==> config.mk <==
export PLATFORM = sky130hd
export DESIGN_NAME = seed_stim_gen_flat
export DESIGN_NICKNAME = d
export VERILOG_FILES = /design/src/rtl/seed_stim_pkg.sv /design/src/rtl/seed_stim_if.sv /design/src/rtl/seed_stim_ctrl.sv /design/src/rtl/seed_stim_gen.sv /design/src/flat_wrapper.sv
export SDC_FILE = /design/constraint.sdc
export NUM_CORES = 1
export LEC_CHECK = 0
export CORE_MARGIN = 5
export CORE_UTILIZATION = 30
export DETAILED_ROUTE_END_ITERATION = 10
export MAX_ROUTING_LAYER = met4
export PLACE_DENSITY = 0.5
export SETUP_SLACK_MARGIN = 0.1
export SYNTH_ARGS = -nofsm -noshare
export SYNTH_HDL_FRONTEND = slang
export SYNTH_HIERARCHICAL = 1
export SYNTH_SLANG_ARGS = --single-unit
==> constraint.sdc <==
create_clock -name clk -period 4.45 [get_ports clk]
set_input_delay 0.89 -clock clk [delete_from_list [all_inputs] [get_ports clk]]
set_output_delay 0.89 -clock clk [all_outputs]
set_load 0.01 [all_outputs]
==> src/rtl/seed_stim_pkg.sv <==
// Shared types, defaults and the xorshift64 step for the seeded stimulus
// generator.
package seed_stim_pkg;

    localparam logic [63:0] DEFAULT_SEED = 64'h9581_C6F0_3A1D_4E27;
    localparam int MAX_BURST = 16;

    typedef enum logic [1:0] {
        IDLE,
        ACTIVE,
        DONE
    } state_t;

    typedef struct packed {
        logic [4:0][15:0] u;
        logic [3:0][2:0]  pkja;
        logic             gk;
    } beat_t;

    function automatic logic [63:0] xs64_step(input logic [63:0] x);
        logic [63:0] v;
        v = x;
        v = v ^ (v << 13);
        v = v ^ (v >> 7);
        v = v ^ (v << 17);
        return v;
    endfunction

    function automatic beat_t map_beat(
        input logic [63:0] a,
        input logic [63:0] b
    );
        beat_t r;
        r.u[0] = a[15:0];
        r.u[1] = a[31:16];
        r.u[2] = a[47:32];
        r.u[3] = a[63:48];
        r.u[4] = b[15:0];
        r.pkja = b[27:16];
        r.gk   = b[28];
        return r;
    endfunction

endpackage

==> src/rtl/seed_stim_if.sv <==
// Beat stream from the generator to its consumer: valid/ready plus the
// five signed lanes, the packed word and the control flag.
interface seed_stim_if;

    logic             out_valid;
    logic             out_ready;
    shortint          out_u [4:0];
    bit   [3:0][3:1]  out_pkja;
    logic             out_gk;

    modport master (
        output out_valid,
        output out_u,
        output out_pkja,
        output out_gk,
        input  out_ready
    );

    modport slave (
        input  out_valid,
        input  out_u,
        input  out_pkja,
        input  out_gk,
        output out_ready
    );

endinterface

==> src/rtl/seed_stim_ctrl.sv <==
// Burst FSM and remaining-beat counter; tells the datapath when to
// register a fresh beat.
module seed_stim_ctrl #(
    parameter int MAX_BURST = 16
) (
    input  logic       clk,
    input  logic       rst,
    input  logic       start,
    input  logic [4:0] burst_len,
    input  logic       accept,
    output logic       idle,
    output logic       step,
    output logic       busy,
    output logic       done,
    output logic       valid
);
    import seed_stim_pkg::*;

    localparam logic [4:0] MAX_LEN = 5'(MAX_BURST);

    state_t     state;
    state_t     state_next;
    logic [4:0] cnt;
    logic [4:0] cnt_next;
    logic [4:0] eff_len;

    assign eff_len = (burst_len == 5'd0 || burst_len > MAX_LEN)
                   ? MAX_LEN : burst_len;

    always_ff @(posedge clk) begin
        if (rst) begin
            state <= IDLE;
            cnt   <= 5'd0;
        end else begin
            state <= state_next;
            cnt   <= cnt_next;
        end
    end

    always_comb begin
        state_next = state;
        cnt_next   = cnt;
        idle       = 1'b0;
        step       = 1'b0;
        busy       = 1'b0;
        done       = 1'b0;
        valid      = 1'b0;
        unique case (state)
            IDLE: begin
                idle = 1'b1;
                if (start) begin
                    step       = 1'b1;
                    cnt_next   = eff_len;
                    state_next = ACTIVE;
                end
            end
            ACTIVE: begin
                busy  = 1'b1;
                valid = 1'b1;
                if (accept) begin
                    // Count saturates at zero on the final beat
                    if (cnt <= 5'd1) begin
                        cnt_next   = 5'd0;
                        state_next = DONE;
                    end else begin
                        cnt_next = cnt - 5'd1;
                        step     = 1'b1;
                    end
                end
            end
            DONE: begin
                done       = 1'b1;
                state_next = IDLE;
            end
            default: begin
                state_next = IDLE;
            end
        endcase
    end

endmodule

==> src/rtl/seed_stim_gen.sv <==
// Seeded xorshift64 stimulus generator: two chained PRNG steps per beat,
// streamed over a valid/ready interface in bursts.
module seed_stim_gen #(
    parameter logic [63:0] DEFAULT_SEED = seed_stim_pkg::DEFAULT_SEED,
    parameter int          MAX_BURST    = seed_stim_pkg::MAX_BURST
) (
    input  logic        clk,
    input  logic        rst,
    input  logic        seed_load,
    input  logic [63:0] seed_val,
    input  logic        start,
    input  logic [4:0]  burst_len,
    seed_stim_if.master stim,
    output logic        busy,
    output logic        done,
    output logic [63:0] seed_now
);
    import seed_stim_pkg::*;

    logic [63:0] s_q;
    logic [63:0] s_base;
    logic [63:0] a;
    logic [63:0] b;
    beat_t       beat_q;
    logic        idle;
    logic        step;
    logic        valid;
    logic        accept;

    assign accept = valid & stim.out_ready;

    seed_stim_ctrl #(
        .MAX_BURST (MAX_BURST)
    ) u_ctrl (
        .clk       (clk),
        .rst       (rst),
        .start     (start),
        .burst_len (burst_len),
        .accept    (accept),
        .idle      (idle),
        .step      (step),
        .busy      (busy),
        .done      (done),
        .valid     (valid)
    );

    // A seed loaded alongside start feeds the first beat directly
    assign s_base = (idle && seed_load)
                  ? ((seed_val == 64'd0) ? DEFAULT_SEED : seed_val)
                  : s_q;

    assign a = xs64_step(s_base);
    assign b = xs64_step(a);

    always_ff @(posedge clk) begin
        if (rst) begin
            s_q    <= DEFAULT_SEED;
            beat_q <= '0;
        end else if (step) begin
            s_q    <= b;
            beat_q <= map_beat(a, b);
        end else begin
            s_q    <= s_base;
        end
    end

    always_comb begin
        for (int i = 0; i < 5; i++) begin
            stim.out_u[i] = shortint'(beat_q.u[i]);
        end
    end

    assign stim.out_valid = valid;
    assign stim.out_pkja  = beat_q.pkja;
    assign stim.out_gk    = beat_q.gk;
    assign seed_now       = s_q;

endmodule

==> src/flat_wrapper.sv <==
// flat-port wrapper written by rule: the top's interface ports become plain ports
module seed_stim_gen_flat import seed_stim_pkg::*;
#(
    parameter logic [63:0] DEFAULT_SEED = seed_stim_pkg::DEFAULT_SEED,
    parameter int          MAX_BURST    = seed_stim_pkg::MAX_BURST
)
  (clk, rst, seed_load, seed_val, start, burst_len, busy, done, seed_now, stim_out_valid, stim_out_u, stim_out_pkja, stim_out_gk, stim_out_ready);
  seed_stim_if stim_i ();
  input  logic clk;
  input  logic rst;
  input  logic seed_load;
  input  logic [63:0] seed_val;
  input  logic start;
  input  logic [4:0] burst_len;
  output logic busy;
  output logic done;
  output logic [63:0] seed_now;
  output wire logic [$bits(stim_i.out_valid)-1:0] stim_out_valid;
  output wire logic [$bits(stim_i.out_u)-1:0] stim_out_u;
  output wire logic [$bits(stim_i.out_pkja)-1:0] stim_out_pkja;
  output wire logic [$bits(stim_i.out_gk)-1:0] stim_out_gk;
  input wire logic [$bits(stim_i.out_ready)-1:0] stim_out_ready;
  assign stim_out_valid = stim_i.out_valid;
  assign stim_out_u = {>>{stim_i.out_u}};
  assign stim_out_pkja = stim_i.out_pkja;
  assign stim_out_gk = stim_i.out_gk;
  assign stim_i.out_ready = stim_out_ready;
  seed_stim_gen #(.DEFAULT_SEED(DEFAULT_SEED), .MAX_BURST(MAX_BURST)) u_core (.clk(clk), .rst(rst), .seed_load(seed_load), .seed_val(seed_val), .start(start), .burst_len(burst_len), .stim(stim_i), .busy(busy), .done(done), .seed_now(seed_now));
endmodule
==> results of run 1 <==
-- routing by layer --
metal  vias up  GRT usage, %  routed length (um)
met2       459          44.3               27200
met4         0          8.03                1590
li1       5530             -                   -
met3        66          3.41                3300
met5         -             -                   0
met1      5684          37.8               26600
-- path summary, 6_finish.rpt --
check / to / slack [ps] / start / cells after the start
max reg2reg: u_core/stim.out_pkja[10] / 610 / u_core/u_ctrl/state[1] / 15
min reg2reg: u_core/stim.out_pkja[8] / 440 / u_core/stim.out_pkja[8] / 2
max: u_core/seed_now[44] / 180 / seed_val[20] / 13
min: u_core/stim.out_pkja[8] / 440 / u_core/stim.out_pkja[8] / 2
-- logic make-up after synthesis --
family | synth area share (%)
DFF | 28.3
AOI/OAI and AO/OA | 13.2
and+or+nand+nor | 13.6
xor gates and xnor gates | 34.7
buffers and inverters | 3.17
adders and majority gates | 0.323
muxes | 6.60
-- area by class of cell --
type | count | area, um^2 | share of cell area [%]
clock inverters | 14 | 166 | 0.927
well taps | 518 | 648 | 3.61
clock buffers | 18 | 439 | 2.45
flip-flops and latches | 164 | 3280 | 18.3
inverters | 8 | 30.0 | 0.167
repair buffers | 597 | 5170 | 28.8
multi-input cells | 1056 | 8200 | 45.7
-- worst register-to-register path, stage by stage (launching register included) --
cell and delay [ps]:
dfxtp_1 590, nor2_1 80, buf_4 180, nand2_4 150, buf_12 180, buf_4 190, mux2i_1 380, xor2_1 130
xnor2_1 510, xnor2_1 200, xnor3_1 270, xor3_1 310, xnor2_1 180, buf_4 160, mux2i_1 130, nor2_1 50
-- metrics by stage --
step | worst slack, ps | cell area (um^2) | hold WS (ps) | setup TNS [ps] | util (%)
final | 182 | 17900 | 441 | 0 | 46.6
after CTS | 101 | 17800 | 445 | 0 | 46.2
after detailed placement | -814 | 17000 | 433 | -43480 | 44.2
after global routing | 60.9 | 17900 | 474 | 0 | 46.6
after global placement | -794 | 17000 | 435 | -43290 | 44.2
after floorplan | 378 | 11600 | 467 | 0 | -
-- registers in the layout, indices dropped and copies added (netlist names), named ones only --
name / cells
u_core/u_ctrl/cnt: 5
u_core/seed_now: 59
u_core/stim.out_pkja: 12
u_core/u_ctrl/state: 2
u_core/stim.out_u: 80
u_core/stim.out_gk: 1
-- cells in the final DEF (no fill, tap or decap), types with 6 or more instances in the layout --
master,synthesis,layout
a211oi_1,34,34
a21oi_1,43,42
a21oi_2,10,10
a31oi_1,7,7
and2_1,8,7
buf_12,0,8
buf_4,2,355
clkbuf_16,0,17
clkdlybuf4s50_1,0,229
dfxtp_1,164,164
inv_1,7,7
mux2i_1,74,74
nand2_1,81,80
nand2b_1,8,8
nand3_1,15,15
nor2_1,153,153
nor3_1,40,40
nor4_1,17,8
nor4_2,1,7
o211ai_1,6,6
o21a_1,7,7
o21ai_0,35,34
o22ai_1,11,11
o311ai_0,8,8
o31ai_1,7,7
or3_1,6,6
xnor2_1,262,248
xnor2_2,6,20
xnor3_1,25,22
xor2_1,109,104
xor2_2,3,8
-- what timing repair did --
| action | 4_1_cts | 5_1_grt |
|---|---|---|
| endpoints found under the setup margin | 64 | 37 |
| resized for setup | 15 | 25 |
| setup buffers | 4 | 5 |
| pin swaps | 4 | 14 |
==> impl_metrics.csv, run 1 <==
group,metric,value,unit
outcome,status,"finished clean",
critical_path,path_cells,"clkdlybuf4s50_1 -> nor4_2 -> nand4_1 -> or4_1 -> buf_6 -> a21oi_2 -> buf_4 -> xnor3_2 -> xor2_2 -> buf_4 -> xor3_2 -> xnor2_2 -> a211oi_2",
timing,period_needed,4270,ps
die,io_pins,234,
die,core_area,0.0385,mm^2
timing,tightest_slew,973,ps
finish,layoutNonFillerInstCount,2375,
critical_path,critPathSlowestCell,"or4_1",
route,firstDrtPassIters,7,
cts,htreeDepth,4,
critical_path,critPathBufInv,4,
logic_synthesis,synth_largest_area_cell,"dfxtp_1",
grt,antenna_found_initial,0,
critical_path,timing.critical_path.mode_cell,"buf_4",
logic_synthesis,synth_flop_cell,"dfxtp_1",
placement,gp_congestion,0.964,
grt,track_usage,28.0,%
timing,min_period_over_period,95.9,%
placement,dp_hpwl,47.2,mm
die,die_w,207,um
route,viasPerCell,4.94,
logic_synthesis,yosysTopAreaCellShare,28.3,%
die,design.die.area,0.0427,mm^2
route,routed_wl,58.7,mm
die,initial_utilization,30.2,%
worst_hold_path,hold_class,"reg -> reg",
job,max-cap-violations,0,
critical_path,cp-end-kind,"register",
timing,slew_viol_final,0,
logic_synthesis,synthCells,1308,
timing,maxSlewHeadroom,35.1,%
cts,cts.path.max_buffers,2,
logic_synthesis,synth_edf_count,0,
cts,cts-buffers-inserted,17,
route,ant_nets,0,
logic_synthesis,yosys-top-cells-count,"xnor2_1, dfxtp_1, nor2_1",
cts,cts_tree,"yes",
timing,rsz0062_at_grt,"true",
grt,grt_pass1_wl,83.3,mm
timing,final-setup-viol-count,0,
cts,clk-insertion-delay-late,470,ps
timing,finalClockSkew,15.1,ps
logic_synthesis,yosysUniqueCellTypes,71,
logic_synthesis,synth_seq_cells,164,
die,row_count,72,
placement,place.port_buffers,233,
finish,nets,1921,
cts,root_buffer,"clkbuf_16",
logic_synthesis,synth_most_common_cell,"xnor2_1",
grt,grt_pass1_vias,11816,
critical_path,critPathArrivalTime,4650,ps
critical_path,crit_required,4830,ps
route,wl_per_cell,24.7,um
timing,hold_viol,0,
route,drc,0,
placement,dp.cells,2334,
cts,cts_sinks,164,
finish,drive_gt1_share,25.4,%
finish,nFillCells,3773,
critical_path,critPathKind,"in -> reg",
logic_synthesis,syn_area,0.0116,mm^2
logic_synthesis,seq_area_frac_synth,28.3,%
cts,clkTransAtPathRegs,80,ps
critical_path,critical_path.max_stage_delay,590,ps
grt,grt_overflow,0,
logic_synthesis,yosys_warnings,6,
route,vias,11739,
finish,n_antenna_cell,0,
critical_path,cp_max_fo,14,
logic_synthesis,syn_area_per_cell,8.87,um^2
logic_synthesis,ys_async_sr_fraction,0,%
die,die_h,207,um
critical_path,worstSetupStartpointType,"input pin",
grt,grt_max_degree,114,
finish,area_growth,54.6,%
critical_path,cp_top_family,"XOR/XNOR gates",
timing,fmax,234,MHz
logic_synthesis,synthTopCellsByArea,"dfxtp_1, xnor2_1, xor2_1",
route,first_iter_violations,979,
logic_synthesis,synth_fp_nets,1385,
cts,postCtsHoldBufs,0,
Power of run 1 is not shown: default switching activity piles up to over one toggle a cycle in this logic, so the estimate is an artifact.
==> run 2, diff against run 1 <==
DONT_BUFFER_PORTS = 1   (was not set)
PLACE_DENSITY = not set   (was 0.5)
PLACE_DENSITY_LB_ADDON = 0.1   (was not set)
==> impl_metrics.csv, run 2 (synthesis results as in run 1) <==
group,metric,value,unit
outcome,status,"finished clean",
critical_path,cp_top_family,"XOR/XNOR gates",
cts,cts_tree,"yes",
finish,area_growth,21.8,%
cts,cts_sinks,164,
placement,dp.cells,1960,
critical_path,worstSetupStartpointType,"input pin",
placement,dp_hpwl,45.4,mm
critical_path,cp_max_fo,10,
timing,final-setup-viol-count,0,
timing,fmax,238,MHz
finish,nets,1538,
grt,track_usage,27.3,%
cts,cts-buffers-inserted,17,
worst_hold_path,hold_class,"in -> reg",
die,design.die.area,0.0427,mm^2
critical_path,critical_path.max_stage_delay,600,ps
critical_path,crit_required,4820,ps
critical_path,critPathKind,"in -> reg",
job,max-cap-violations,0,
timing,holdWs,496,ps
finish,nFillCells,4073,
critical_path,cp-end-kind,"register",
cts,root_buffer,"clkbuf_16",
placement,dp_slack,-205,ps
critical_path,critPathArrivalTime,4560,ps
finish,layoutNonFillerInstCount,1992,
route,firstDrtPassIters,5,
placement,gp_congestion,0.927,
finish,multi_input_area,0.00798,mm^2
critical_path,critPathSlowestCell,"or4_1",
timing,tns,0,ps
grt,grt_max_degree,122,
timing,worst_slack,253,ps
die,die_w,207,um
grt,grt_pass1_vias,10145,
finish,final_common_cell,"xnor2_1",
critical_path,critPathBufInv,3,
finish,drive_gt1_share,19.5,%
die,row_count,72,
timing,slew_viol_final,0,
route,drc,0,
die,core_area,0.0385,mm^2
timing,min_period_over_period,94.3,%
finish,final_cell_mix,"xnor2_1, buf_4, dfxtp_1, nor2_1, xor2_1",
critical_path,rrSetupSlack,600,ps
timing,period_needed,4200,ps
route,vias,10364,
route,viasPerCell,5.20,
cts,cts.path.max_buffers,2,
grt,antenna_found_initial,1,
cts,clk-insertion-delay-late,490,ps
timing,maxSlewHeadroom,32.7,%
critical_path,timing.critical_path.mode_cell,"buf_4",
timing,finalClockSkew,13.5,ps
grt,grt_pass1_wl,79.3,mm
grt,grt_overflow,0,
cts,ctsResizeCount,0,
cts,post-cts-setup-buffers,0,
finish,largest_reg_flops,80,
route,first_iter_violations,860,
die,initial_utilization,30.2,%
cts,htreeDepth,4,
route,routed_wl,57.3,mm
finish,seq_area,0.00328,mm^2
timing,tightest_slew,1000,ps
cts,postCtsHoldBufs,0,
critical_path,path_cells,"nor4_1 -> nand4_1 -> or4_1 -> buf_4 -> a21oi_2 -> xnor2_1 -> xnor3_1 -> buf_4 -> xnor2_1 -> buf_4 -> o21ai_0",
cts,clkTransAtPathRegs,60,ps
timing,rsz0062_at_grt,"false",
die,io_pins,234,
placement,place.port_buffers,0,
route,ant_nets,0,
die,die_h,207,um
timing,hold_viol,0,
route,wl_per_cell,28.7,um
[run 2: cell count changes in the layout (fill, tap and decap cells not counted), sizes merged, moves of 3 or more]
cell           previous run  this run
clkdlybuf4s50           229         0
buf                     365       214
clkinv                    4         7
clkbuf                   18        21
inv                      14         9
[run 2: worst paths after layout]
path | cells after the start | from | end
worst max-delay path | 11 | seed_val[2] | u_core/stim.out_pkja[2]
worst min-delay path | 1 | rst | u_core/u_ctrl/cnt[2]
worst max register to register | 13 | u_core/u_ctrl/state[0] | register
worst min register to register | 2 | u_core/stim.out_pkja[1] | u_core/stim.out_pkja[1]
[run 2: final cells by class]
cell class / count / area share, %
multi-input cells: 1056 / 56.4
repair buffers: 214 / 11.7
clock inverters: 10 / 0.549
well taps: 518 / 4.58
clock buffers: 21 / 3.26
diodes: 1 / 0.0177
inverters: 8 / 0.212
flip-flops and latches: 164 / 23.2
[run 2: routing by layer]
layer	vias up	GRT usage, %	part of all wire, %
li1	4792	-	-
met1	5067	35.2	43
met2	430	41.6	45
met3	75	7.42	8.5
met4	0	9.08	3.3
met5	-	-	0
[run 2: stage by stage]
stage	utilization [%]	cell area, um^2
2_1_floorplan	-	11600
6_report	36.7	14100
3_5_place_dp	35.3	13600
5_1_grt	36.7	14100
3_3_place_gp	35.3	13600
4_1_cts	36.7	14100
Power of run 2 is left out for the same reason.
